===== src/rtl/gun_input_conditioner.sv =====
// rtl/gun_input_conditioner.sv - per-channel light-gun trigger debounce and shot sequencer
module gun_input_conditioner #(
  parameter int N_GUNS           = 1,
  parameter int SYNC_STAGES      = 2,
  parameter int DEBOUNCE_CYCLES  = 650000,
  parameter int FLASH_DELAY      = 16,
  parameter int WINDOW_CYCLES    = 1088000,
  parameter bit TRIG_ACTIVE_LOW  = 1'b0,
  parameter bit PHOTO_ACTIVE_LOW = 1'b0
) (
  input  logic              clk,
  input  logic              rst,
  input  logic [N_GUNS-1:0] trigger_raw,
  input  logic [N_GUNS-1:0] photo_raw,
  output logic [N_GUNS-1:0] trigger_level,
  output logic [N_GUNS-1:0] trigger_pulse,
  output logic [N_GUNS-1:0] flash_req,
  output logic [N_GUNS-1:0] busy,
  output logic [N_GUNS-1:0] shot_valid,
  output logic [N_GUNS-1:0] shot_hit
);

  localparam int CNT_W  = $clog2(DEBOUNCE_CYCLES + 1);
  localparam int PH_MAX = (FLASH_DELAY > WINDOW_CYCLES) ? FLASH_DELAY : WINDOW_CYCLES;
  localparam int PH_W   = $clog2(PH_MAX + 1);
  localparam logic [CNT_W-1:0] DB_LAST    = CNT_W'(DEBOUNCE_CYCLES - 1);
  localparam logic [PH_W-1:0]  ARM_LAST   = PH_W'(FLASH_DELAY - 1);
  localparam logic [PH_W-1:0]  WIN_LAST   = PH_W'(WINDOW_CYCLES - 1);
  localparam logic             TRIG_IDLE  = TRIG_ACTIVE_LOW;
  localparam logic             PHOTO_IDLE = PHOTO_ACTIVE_LOW;

  typedef enum logic [2:0] {
    IDLE    = 3'd0,
    ARMED   = 3'd1,
    SAMPLE  = 3'd2,
    REPORT  = 3'd3,
    HOLDOFF = 3'd4
  } state_t;

  for (genvar g = 0; g < N_GUNS; g++) begin : g_chan
    logic [SYNC_STAGES-1:0] trig_sync;
    logic [SYNC_STAGES-1:0] photo_sync;
    logic                   s_trig;
    logic                   s_photo;
    logic [CNT_W-1:0]       db_cnt;
    logic                   level;
    logic                   pulse;
    state_t                 state;
    logic [PH_W-1:0]        phase;
    logic                   hit;
    logic                   flash;
    logic                   active;
    logic                   valid;
    logic                   result;

    // Sync flops reset to the pin's idle level so no false edge follows reset.
    always_ff @(posedge clk) begin
      if (rst) begin
        trig_sync  <= {SYNC_STAGES{TRIG_IDLE}};
        photo_sync <= {SYNC_STAGES{PHOTO_IDLE}};
      end else begin
        trig_sync  <= {trig_sync[SYNC_STAGES-2:0], trigger_raw[g]};
        photo_sync <= {photo_sync[SYNC_STAGES-2:0], photo_raw[g]};
      end
    end

    assign s_trig  = trig_sync[SYNC_STAGES-1] ^ TRIG_IDLE;
    assign s_photo = photo_sync[SYNC_STAGES-1] ^ PHOTO_IDLE;

    always_ff @(posedge clk) begin
      if (rst) begin
        db_cnt <= '0;
        level  <= 1'b0;
        pulse  <= 1'b0;
      end else begin
        pulse <= 1'b0;
        if (s_trig == level) begin
          db_cnt <= '0;
        end else if (db_cnt == DB_LAST) begin
          db_cnt <= '0;
          level  <= ~level;
          pulse  <= ~level;
        end else begin
          db_cnt <= db_cnt + CNT_W'(1);
        end
      end
    end

    // Only IDLE reacts to a press; presses elsewhere are reported but ignored.
    always_ff @(posedge clk) begin
      if (rst) begin
        state  <= IDLE;
        phase  <= '0;
        hit    <= 1'b0;
        flash  <= 1'b0;
        active <= 1'b0;
        valid  <= 1'b0;
        result <= 1'b0;
      end else begin
        valid <= 1'b0;
        case (state)
          IDLE: begin
            if (pulse) begin
              state  <= ARMED;
              phase  <= '0;
              hit    <= 1'b0;
              flash  <= 1'b1;
              active <= 1'b1;
            end
          end
          ARMED: begin
            if (phase == ARM_LAST) begin
              state <= SAMPLE;
              phase <= '0;
            end else begin
              phase <= phase + PH_W'(1);
            end
          end
          SAMPLE: begin
            if (s_photo) hit <= 1'b1;
            if (phase == WIN_LAST) begin
              state  <= REPORT;
              phase  <= '0;
              flash  <= 1'b0;
              valid  <= 1'b1;
              result <= hit | s_photo;
            end else begin
              phase <= phase + PH_W'(1);
            end
          end
          REPORT: begin
            state <= HOLDOFF;
          end
          HOLDOFF: begin
            if (!level) begin
              state  <= IDLE;
              active <= 1'b0;
            end
          end
          default: begin
            state  <= IDLE;
            flash  <= 1'b0;
            active <= 1'b0;
          end
        endcase
      end
    end

    assign trigger_level[g] = level;
    assign trigger_pulse[g] = pulse;
    assign flash_req[g]     = flash;
    assign busy[g]          = active;
    assign shot_valid[g]    = valid;
    assign shot_hit[g]      = result;
  end

endmodule


===== config.mk =====
export PLATFORM = sky130hd
export DESIGN_NAME = gun_input_conditioner
export DESIGN_NICKNAME = d
export VERILOG_FILES = /design/src/rtl/gun_input_conditioner.sv
export SDC_FILE = /design/constraint.sdc
export NUM_CORES = 1
export LEC_CHECK = 0
export ABC_CLOCK_PERIOD_IN_PS = 2100
export CAP_MARGIN = 20
export CELL_PAD_IN_SITES_DETAIL_PLACEMENT = 0
export CELL_PAD_IN_SITES_GLOBAL_PLACEMENT = 2
export CORE_ASPECT_RATIO = 0.6
export CORE_MARGIN = 10
export CORE_UTILIZATION = 34
export DETAILED_ROUTE_END_ITERATION = 8
export PLACE_DENSITY = 0.81
export SLEW_MARGIN = 10
export SYNTH_ARGS = -nofsm -noshare
export SYNTH_HDL_FRONTEND = slang
export SYNTH_SLANG_ARGS = --single-unit

===== constraint.sdc =====
create_clock -name clk -period 2.1 [get_ports clk]
set_clock_uncertainty 0.15 [all_clocks]
set_input_delay 0.42 -clock clk [delete_from_list [all_inputs] [get_ports clk]]
set_output_delay 0.42 -clock clk [all_outputs]
set_load 0.02 [all_outputs]

==> impl_metrics.csv, run 1 <==
group,metric,value,unit
power_and_ir_drop,p_per_area,832,nW/µm²
hold_path,min_path_type,"flop to flop",
layout,stdcell_count,435,
clocking,cts_tree,"yes",
global_routing,grt_overflow_total,0,
detailed_routing,first_iter_violations,159,
detailed_routing,route.detailed.drc,0,
layout,post-route-util,42.7,%
clocking,clk_latency,290,ps
floorplanning,coreArea,7360,µm²
critical_path,critical-path-max-stage-delay,680,ps
global_routing,track_usage,10.8,%
synth,synth_edf_count,0,
timing,drv_slew,0,
synth,synth_cells,301,
synth,synth_top_family_by_area,"simple AND/OR/NAND/NOR gates",
floorplanning,pin_count,10,
global_routing,grt_max_degree,20,
clocking,cts_hold_buf,0,
synth,synth_area,2610,µm²
timing,max_freq,0.497,GHz
clocking,clk_path_buf_depth,2,
synth,ys_async_sr_fraction,0,%
synth,synth_top_area_share,42.2,%
power_and_ir_drop,ir_worst_vdd,0.365,mV
placed_design,place.gp.congestion,0.849,
timing,period_needed,2010,ps
detailed_routing,final_antenna_net_count,0,
synth,yosys.area_share.simple,31.6,%
synth,syn_nets,307,
placed_design,io_buffer_count,9,
critical_path,startpoint_type,"flop",
detailed_routing,wire_per_inst,14.0,µm
critical_path,crit_slowest_cell,"clkdlybuf4s50_1",
timing,slew-limit-headroom,74.5,%
floorplanning,die_width,133,µm
floorplanning,initial_core_util,35.4,%
layout,layout.nets,336,
job,cap_violations,0,
clocking,cts_root_buf,"clkbuf_16",
placed_design,place_inst,426,
clocking,cts.sink_count,55,
global_routing,antenna_found_initial,0,
floorplanning,die-area,11700,µm²
layout,mostFrequentLayoutCells,"55 x dfxtp_1, 50 x nor2_1, 26 x buf_4",
critical_path,crit-reg2reg-launch,"g_chan[0].phase[11]",
power_and_ir_drop,p_total,2.61,mW
critical_path,crit_path_cell_trace,"clkdlybuf4s50_1",
critical_path,crit_path_end_kind,"output pin",
synth,synthAdderAreaFrac,0.960,%
critical_path,critical_path_class,"flop to output pin",
detailed_routing,viasPerCell,4.97,
timing,post-route-period-util,95.8,%
hold_path,min-delay-start,"g_chan[0].db_cnt[0]",
synth,synthTopCellsByArea,"dfxtp_1 42%, nor2_1 7.2%, xnor2_1 7.1%, xor2_1 3.7%, and3_1 2.9%",
synth,synth-xor-area-share,10.8,%
critical_path,cp_num_buf_inv,1,
timing,worstMarginPinSlew,379,ps
critical_path,cp_data_arrival_time,1440,ps
critical_path,cp_top_family,"buffers and inverters",
detailed_routing,wl,6070,µm
synth,synth-compound-area-share,9.03,%
critical_path,crit_required,1530,ps
floorplanning,fp.dieH,87.8,µm
placed_design,hpwl,4550,µm
timing,final.setup.tns,0,ps
synth,ys_ff_latch,55,
power_and_ir_drop,p_leak,1.09,nW
clocking,cts_htree_levels,2,
critical_path,critical_path_peak_fanout,6,
status,status,"finished clean",
timing,finalHoldViolations,0,
critical_path,crit_start,"trigger_level",
synth,yosysSeqAreaShare,42.2,%
floorplanning,placementRows,24,
timing,setup_viol,0,
layout,final_common_cell,"dfxtp_1",
global_routing,grt_first_pass_wirelength,10200,µm
clocking,clk_pin_slew,70,ps
clocking,numCtsBuffers,5,
synth,synthFlopType,"dfxtp_1",
detailed_routing,vias,2162,
synth,ys_types,48,
layout,n_antenna_cell,0,
synth,yosysWarningCount,0,
global_routing,grt_pass1_vias,1928,
synth,synth_mux_area_share,0.768,%
layout,layout-drive-gt1-share,14.8,%
synth,synth_largest_area_cell,"dfxtp_1",
layout,area_growth,20.5,%
synth,syn_avg_cell_area,8.66,µm²
detailed_routing,dr.pass1.iters,4,
[kinds of logic after synthesis]
| logic type | count (synthesis) |
|---|---|
| simple gates | 154 |
| flops | 55 |
| compound gates | 32 |
| xor+xnor | 32 |
| buf+inv | 24 |
| mux | 2 |
| fa+ha+maj | 2 |
[metrics by stage]
stage	worst slack [ps]	hold slack, ps	instance area, µm²
5_1_grt	-2.66	317	3140
6_report	88.6	290	3140
3_5_place_dp	99.5	283	2970
4_1_cts	75.0	294	3120
2_1_floorplan	120	262	2610
3_3_place_gp	116	269	2970
[final cells by class]
cell class                      instances  area [µm²]
Inverter                                9        33.8
Fill cell                             750        4220
Sequential cell                        55        1100
Timing Repair Buffer                   37         325
Clock inverter                          3        23.8
Clock buffer                            5         125
Multi-Input combinational cell        222        1400
Tap cell                              104         130
[state kept, by name, indices dropped and copies added (netlist names)]
| register | count |
|---|---|
| g_chan.state | 3 |
| g_chan.db_cnt | 20 |
| shot_hit | 1 |
| g_chan.phase | 21 |
| trigger_pulse | 1 |
| g_chan.trig_sync | 2 |
| g_chan.hit | 1 |
| g_chan.photo_sync | 2 |
| busy | 1 |
| shot_valid | 1 |
| flash_req | 1 |
| trigger_level | 1 |
[what timing repair did]
| item | CTS | global route |
|---|---|---|
| gates resized for setup | 0 | 4 |
| setup buffers | 0 | 1 |
| setup endpoints to repair | 0 | 10 |
[synth_stat cells, types with 6 or more instances]
master / instances
inv_1: 8
nor4_1: 12
nand3_1: 13
xnor2_1: 21
dfxtp_1: 55
a21oi_1: 8
nor2b_1: 6
and4_1: 6
nor3_1: 8
nand2_1: 20
and3_1: 12
nor2_1: 50
xor2_1: 11
nand4_1: 9
clkbuf_1: 6
[path summary, 6_finish.rpt]
path	depth (start not counted)	endpoint	slack [ps]
max reg2reg	6	g_chan[0].state[0]	110
min reg2reg	1	g_chan[0].db_cnt[0]	290
max	1	trigger_level	90
min	1	g_chan[0].db_cnt[0]	290
[per-layer routing]
metal | up-vias | global-route usage [%] | share of wire (%)
met5 | - | 0 | 0
met4 | 0 | 2.49 | 0.23
met3 | 2 | 3.49 | 7.2
met2 | 53 | 12.4 | 33
met1 | 992 | 17.6 | 59
li1 | 1115 | - | -
[power breakdown]
group / total, mW / internal (mW) / leakage [nW] / switching [mW]
Sequential: 1.11 / 1.08 / 0.444 / 0.0358
Clock: 0.832 / 0.447 / 0.0664 / 0.386
Combinational: 0.665 / 0.291 / 0.576 / 0.374
Total: 2.61 / 1.82 / 1.09 / 0.796
(Power assumes the default switching activity.)
==> inputs of run 2 (changes only) <==
CORE_UTILIZATION = 25   (was 34)
PLACE_DENSITY = 0.64   (was 0.81)
==> run 2 against run 1 <==
Net effect: first-iteration DRC count increased by 29%; register-to-register slack about the same; power increased by 0.62%; maximum frequency decreased by 0.87%; cell area increased by 1.7%; combinational power about the same; critical endpoint unchanged; largest cell class unchanged.
==> impl_metrics.csv, run 2 (same netlist as run 1, synthesis figures left out) <==
group,metric,value,unit
critical_path,crit_slowest_cell,"clkdlybuf4s50_1",
placed_design,place.gp.congestion,0.775,
timing,setup_viol,0,
layout,top_register,"g_chan.phase",
global_routing,grt_first_pass_wirelength,11200,µm
critical_path,r2r_cells,6,
floorplanning,die_width,152,µm
layout,area_growth,22.5,%
timing,grt_setup_unrepaired,"true",
timing,final.setup.tns,0,ps
critical_path,crit_path_end_kind,"output pin",
layout,stdcell_count,469,
timing,slew-limit-headroom,74.9,%
critical_path,cp_top_family,"buffers and inverters",
clocking,clk_latency,300,ps
timing,worstMarginPinSlew,376,ps
detailed_routing,dr.pass1.iters,4,
hold_path,min-delay-start,"g_chan[0].trig_sync[0]",
power_and_ir_drop,ir_worst_vdd,0.359,mV
timing,period_needed,2030,ps
critical_path,startpoint_type,"flop",
clocking,cts_htree_levels,2,
global_routing,track_usage,8.90,%
layout,n_antenna_cell,0,
critical_path,cp_data_arrival_time,1460,ps
placed_design,place_inst,461,
critical_path,critical_path_peak_fanout,6,
detailed_routing,viasPerCell,4.62,
status,status,"finished clean",
floorplanning,placementRows,28,
layout,layout-drive-gt1-share,15.3,%
clocking,cts_tree,"yes",
detailed_routing,route.detailed.drc,0,
hold_path,hold_depth,1,
floorplanning,die-area,15000,µm²
placed_design,hpwl,4750,µm
floorplanning,initial_core_util,26.0,%
detailed_routing,first_iter_violations,205,
timing,drv_slew,0,
timing,finalHoldViolations,0,
floorplanning,coreArea,10000,µm²
power_and_ir_drop,p_total,2.63,mW
global_routing,antenna_found_initial,0,
critical_path,crit-reg2reg-launch,"g_chan[0].phase[10]",
timing,post-route-period-util,96.6,%
critical_path,critical_path_class,"flop to output pin",
hold_path,holdPathEnd,"g_chan[0].trig_sync[1]",
clocking,cts_hold_buf,0,
critical_path,crit_required,1530,ps
timing,max_freq,0.493,GHz
critical_path,r2r_end,"g_chan[0].phase[4]",
layout,post-route-util,31.9,%
global_routing,grt_pass1_vias,2054,
hold_path,min_path_type,"flop to flop",
job,cap_violations,0,
power_and_ir_drop,p_leak,1.11,nW
critical_path,cp_num_buf_inv,1,
clocking,clk_pin_slew,80,ps
critical_path,critical-path-max-stage-delay,690,ps
layout,mostFrequentLayoutCells,"54 x dfxtp_1, 50 x nor2_1, 29 x buf_4",
clocking,ctsResizeCount,0,
detailed_routing,final_antenna_net_count,0,
critical_path,crit_path_cell_trace,"clkdlybuf4s50_1",
global_routing,grt_overflow_total,0,
clocking,cts.sink_count,55,
detailed_routing,wl,6480,µm
layout,largest_reg_flops,21,
clocking,cts_root_buf,"clkbuf_16",
floorplanning,pin_count,10,
power_and_ir_drop,p_per_area,823,nW/µm²
layout,layout.nets,339,
clocking,cts_setup_buffers,0,
placed_design,io_buffer_count,9,
critical_path,rrSetupSlack,100,ps
detailed_routing,wire_per_inst,13.8,µm
layout,reg_top3,"g_chan.phase x21, g_chan.db_cnt x20, g_chan.state x3",
floorplanning,fp.dieH,99.1,µm
layout,final_common_cell,"dfxtp_1",
global_routing,grt_max_degree,20,
detailed_routing,vias,2169,
clocking,clk_path_buf_depth,2,
clocking,numCtsBuffers,5,
## run 2: cell count changes in the layout (fill, tap and decap cells not counted), sizes merged
cell      before  now
clkinv         1    3
buf           28   31
clkinvlp       2    0
## run 2: stage by stage
step	hold WS, ps	cell area, µm²	setup WS (ps)
finish	293	3190	70.9
global route	319	3190	-11.5
CTS	302	3180	47.3
detailed placement	283	3040	109
global placement	269	3040	75.3
floorplan	262	2610	120
## run 2: power breakdown
part	total, mW	switching (mW)	internal (mW)
Sequential	1.11	0.0282	1.08
Clock	0.858	0.410	0.448
Combinational	0.663	0.388	0.275
Total	2.63	0.826	1.80
## run 2: worst max path at each step
stage	start	end	slack [ps]	cells after the start
global route	g_chan[0].phase[10]	g_chan[0].phase[4]	-10	6
global placement	g_chan[0].phase[10]	g_chan[0].state[0]	80	6
detailed placement	g_chan[0].phase[10]	g_chan[0].phase[4]	110	6
floorplan	g_chan[0].phase[0]	g_chan[0].phase[14]	120	8
finish	trigger_level	trigger_level	70	1
CTS	trigger_level	trigger_level	50	1
## run 2: layout make-up
cell class	instances	area, µm²
Timing Repair Buffer	40	348
Inverter	9	33.8
Fill cell	1098	6830
Tap cell	135	169
Sequential cell	55	1100
Multi-Input combinational cell	222	1390
Clock inverter	3	22.5
Clock buffer	5	125
## run 2: layer usage
layer / wire length, µm / global-route usage, %
met3: 273 / 2.41
met1: 3930 / 14.2
met5: 0 / 0
met2: 2180 / 10.3
met4: 91 / 3.32
==> inputs of run 3 (changes only) <==
CORE_UTILIZATION = 34   (was 25)
PLACE_DENSITY = default   (was 0.64)
PLACE_DENSITY_LB_ADDON = 0.2   (was default)
REMOVE_ABC_BUFFERS = 1   (was default)
==> run 3 against run 2 <==
Net effect: maximum frequency rose by 2.6%; critical path depth did not move; final cell count fell by 6.4%; critical endpoint unchanged; highest routed layer unchanged.
==> impl_metrics.csv, run 3 (same netlist as run 1, synthesis figures left out) <==
group,metric,value,unit
status,status,"finished clean",
layout,largest_reg_flops,21,
layout,reg_top3,"g_chan.phase x21, g_chan.db_cnt x20, g_chan.state x3",
placed_design,place_inst,430,
clocking,cts_tree,"yes",
detailed_routing,final_antenna_net_count,0,
layout,post-route-util,43.3,%
global_routing,grt_first_pass_wirelength,10400,µm
power_and_ir_drop,p_leak,1.12,nW
critical_path,critical_path_peak_fanout,6,
critical_path,crit_slowest_cell,"clkdlybuf4s50_1",
floorplanning,pin_count,10,
floorplanning,die-area,11700,µm²
power_and_ir_drop,power.switching,0.798,mW
timing,setup_viol,0,
layout,layout-drive-gt1-share,15.8,%
detailed_routing,route.detailed.drc,0,
floorplanning,fp.dieH,87.8,µm
global_routing,grt_overflow_total,0,
power_and_ir_drop,ir_worst_vdd,0.358,mV
timing,finalHoldViolations,0,
layout,fillers,735,
placed_design,io_buffer_count,9,
timing,slew-limit-headroom,78.6,%
timing,setup_ws,122,ps
critical_path,cp_num_buf_inv,1,
clocking,clk_path_buf_depth,2,
layout,final_common_cell,"dfxtp_1",
power_and_ir_drop,pwr-share-clk,33.9,%
layout,mostFrequentLayoutCells,"55 x dfxtp_1, 50 x nor2_1, 30 x buf_4",
timing,post-route-period-util,94.2,%
global_routing,track_usage,11.1,%
detailed_routing,dr_wl_met3,327,µm
floorplanning,die_width,133,µm
layout,n_antenna_cell,0,
floorplanning,coreArea,7360,µm²
hold_path,min_path_type,"flop to flop",
layout,stdcell_count,439,
detailed_routing,topRoutingLayerUsed,"met4",
placed_design,dpl_worst_slack,101,ps
critical_path,crit_path_end_kind,"output pin",
critical_path,worst-path-stages,1,
timing,grt_setup_unrepaired,"true",
power_and_ir_drop,p_total,2.65,mW
critical_path,cp_top_family,"buffers and inverters",
critical_path,crit_required,1530,ps
detailed_routing,wl,6330,µm
layout,layout.nets,340,
power_and_ir_drop,internal-power,1.85,mW
critical_path,critical-path-max-stage-delay,660,ps
critical_path,r2r_cells,6,
clocking,clk_pin_slew,70,ps
critical_path,critical_path_class,"flop to output pin",
power_and_ir_drop,swShare,30.1,%
timing,fin_hold_ws,299,ps
timing,period_needed,1980,ps
critical_path,crit_path_cell_trace,"clkdlybuf4s50_1",
critical_path,cp_data_arrival_time,1410,ps
floorplanning,initial_core_util,35.4,%
clocking,clk_latency,290,ps
detailed_routing,first_iter_violations,124,
job,cap_violations,0,
detailed_routing,viasPerCell,4.93,
placed_design,hpwl,4710,µm
layout,area_growth,22.2,%
timing,max_freq,0.506,GHz
global_routing,antenna_found_initial,0,
hold_path,hold_depth,1,
clocking,numCtsBuffers,5,
power_and_ir_drop,p_per_area,832,nW/µm²
clocking,cts_htree_levels,2,
detailed_routing,wl_met2,2070,µm
layout,top_register,"g_chan.phase",
global_routing,grt_pass1_vias,1942,
timing,worstMarginPinSlew,319,ps
detailed_routing,dr.pass1.iters,4,
detailed_routing,vias,2165,
floorplanning,placementRows,24,
critical_path,startpoint_type,"flop",
power_and_ir_drop,combPwrFrac,24.5,%
power_and_ir_drop,seqPwrFrac,41.5,%
global_routing,grt_max_degree,20,
clocking,cts_root_buf,"clkbuf_16",
placed_design,place.gp.congestion,0.818,
clocking,cts.sink_count,55,
timing,drv_slew,0,
detailed_routing,wire_per_inst,14.4,µm
detailed_routing,wl_met1,3910,µm
run 3: per-stage QoR:
stage | instance area (µm²) | setup TNS, ps
floorplan | 2520 | 0
global placement | 3000 | 0
detailed placement | 3000 | 0
CTS | 3160 | 0
global route | 3180 | -10.4
finish | 3180 | 0
run 3: layer usage:
| metal | vias to the layer above | GRT usage (%) |
|---|---|---|
| li1 | 1125 | - |
| met1 | 1005 | 18.6 |
| met2 | 31 | 12.1 |
| met3 | 4 | 3.09 |
| met4 | 0 | 3.28 |
| met5 | - | 0 |
run 3: final cells by class:
class | instances | area (µm²) | area share (%)
multi-input combinational | 222 | 1400 | 44.1
inverter | 9 | 33.8 | 1.06
tap | 104 | 130 | 4.09
clock buffer | 7 | 153 | 4.79
clock inverter | 1 | 7.51 | 0.236
timing repair buffer | 41 | 355 | 11.2
sequential | 55 | 1100 | 34.6
run 3: repair_timing:
item,CTS,global route
setup buffers,0,1
endpoints found under the hold margin,0,0
hold buffers,0,0
gates resized for setup,0,5
endpoints found under the setup margin,0,22
run 3: path summary, 6_finish.rpt:
check | startpoint | endpoint | slack [ps]
max | trigger_level | trigger_level | 120
min | g_chan[0].trig_sync[0] | g_chan[0].trig_sync[1] | 300
max reg2reg | g_chan[0].phase[16] | g_chan[0].phase[19] | 130
min reg2reg | g_chan[0].trig_sync[0] | g_chan[0].trig_sync[1] | 300
run 3: power by group through the flow:
stage	Sequential [mW]	Clock [mW]	Combinational [mW]
after floorplan	1.14	0	0.302
after global placement	1.12	0	0.637
after detailed placement	1.12	0	0.641
after CTS	1.10	0.921	0.644
after global routing	1.11	0.961	0.713
final	1.10	0.899	0.650
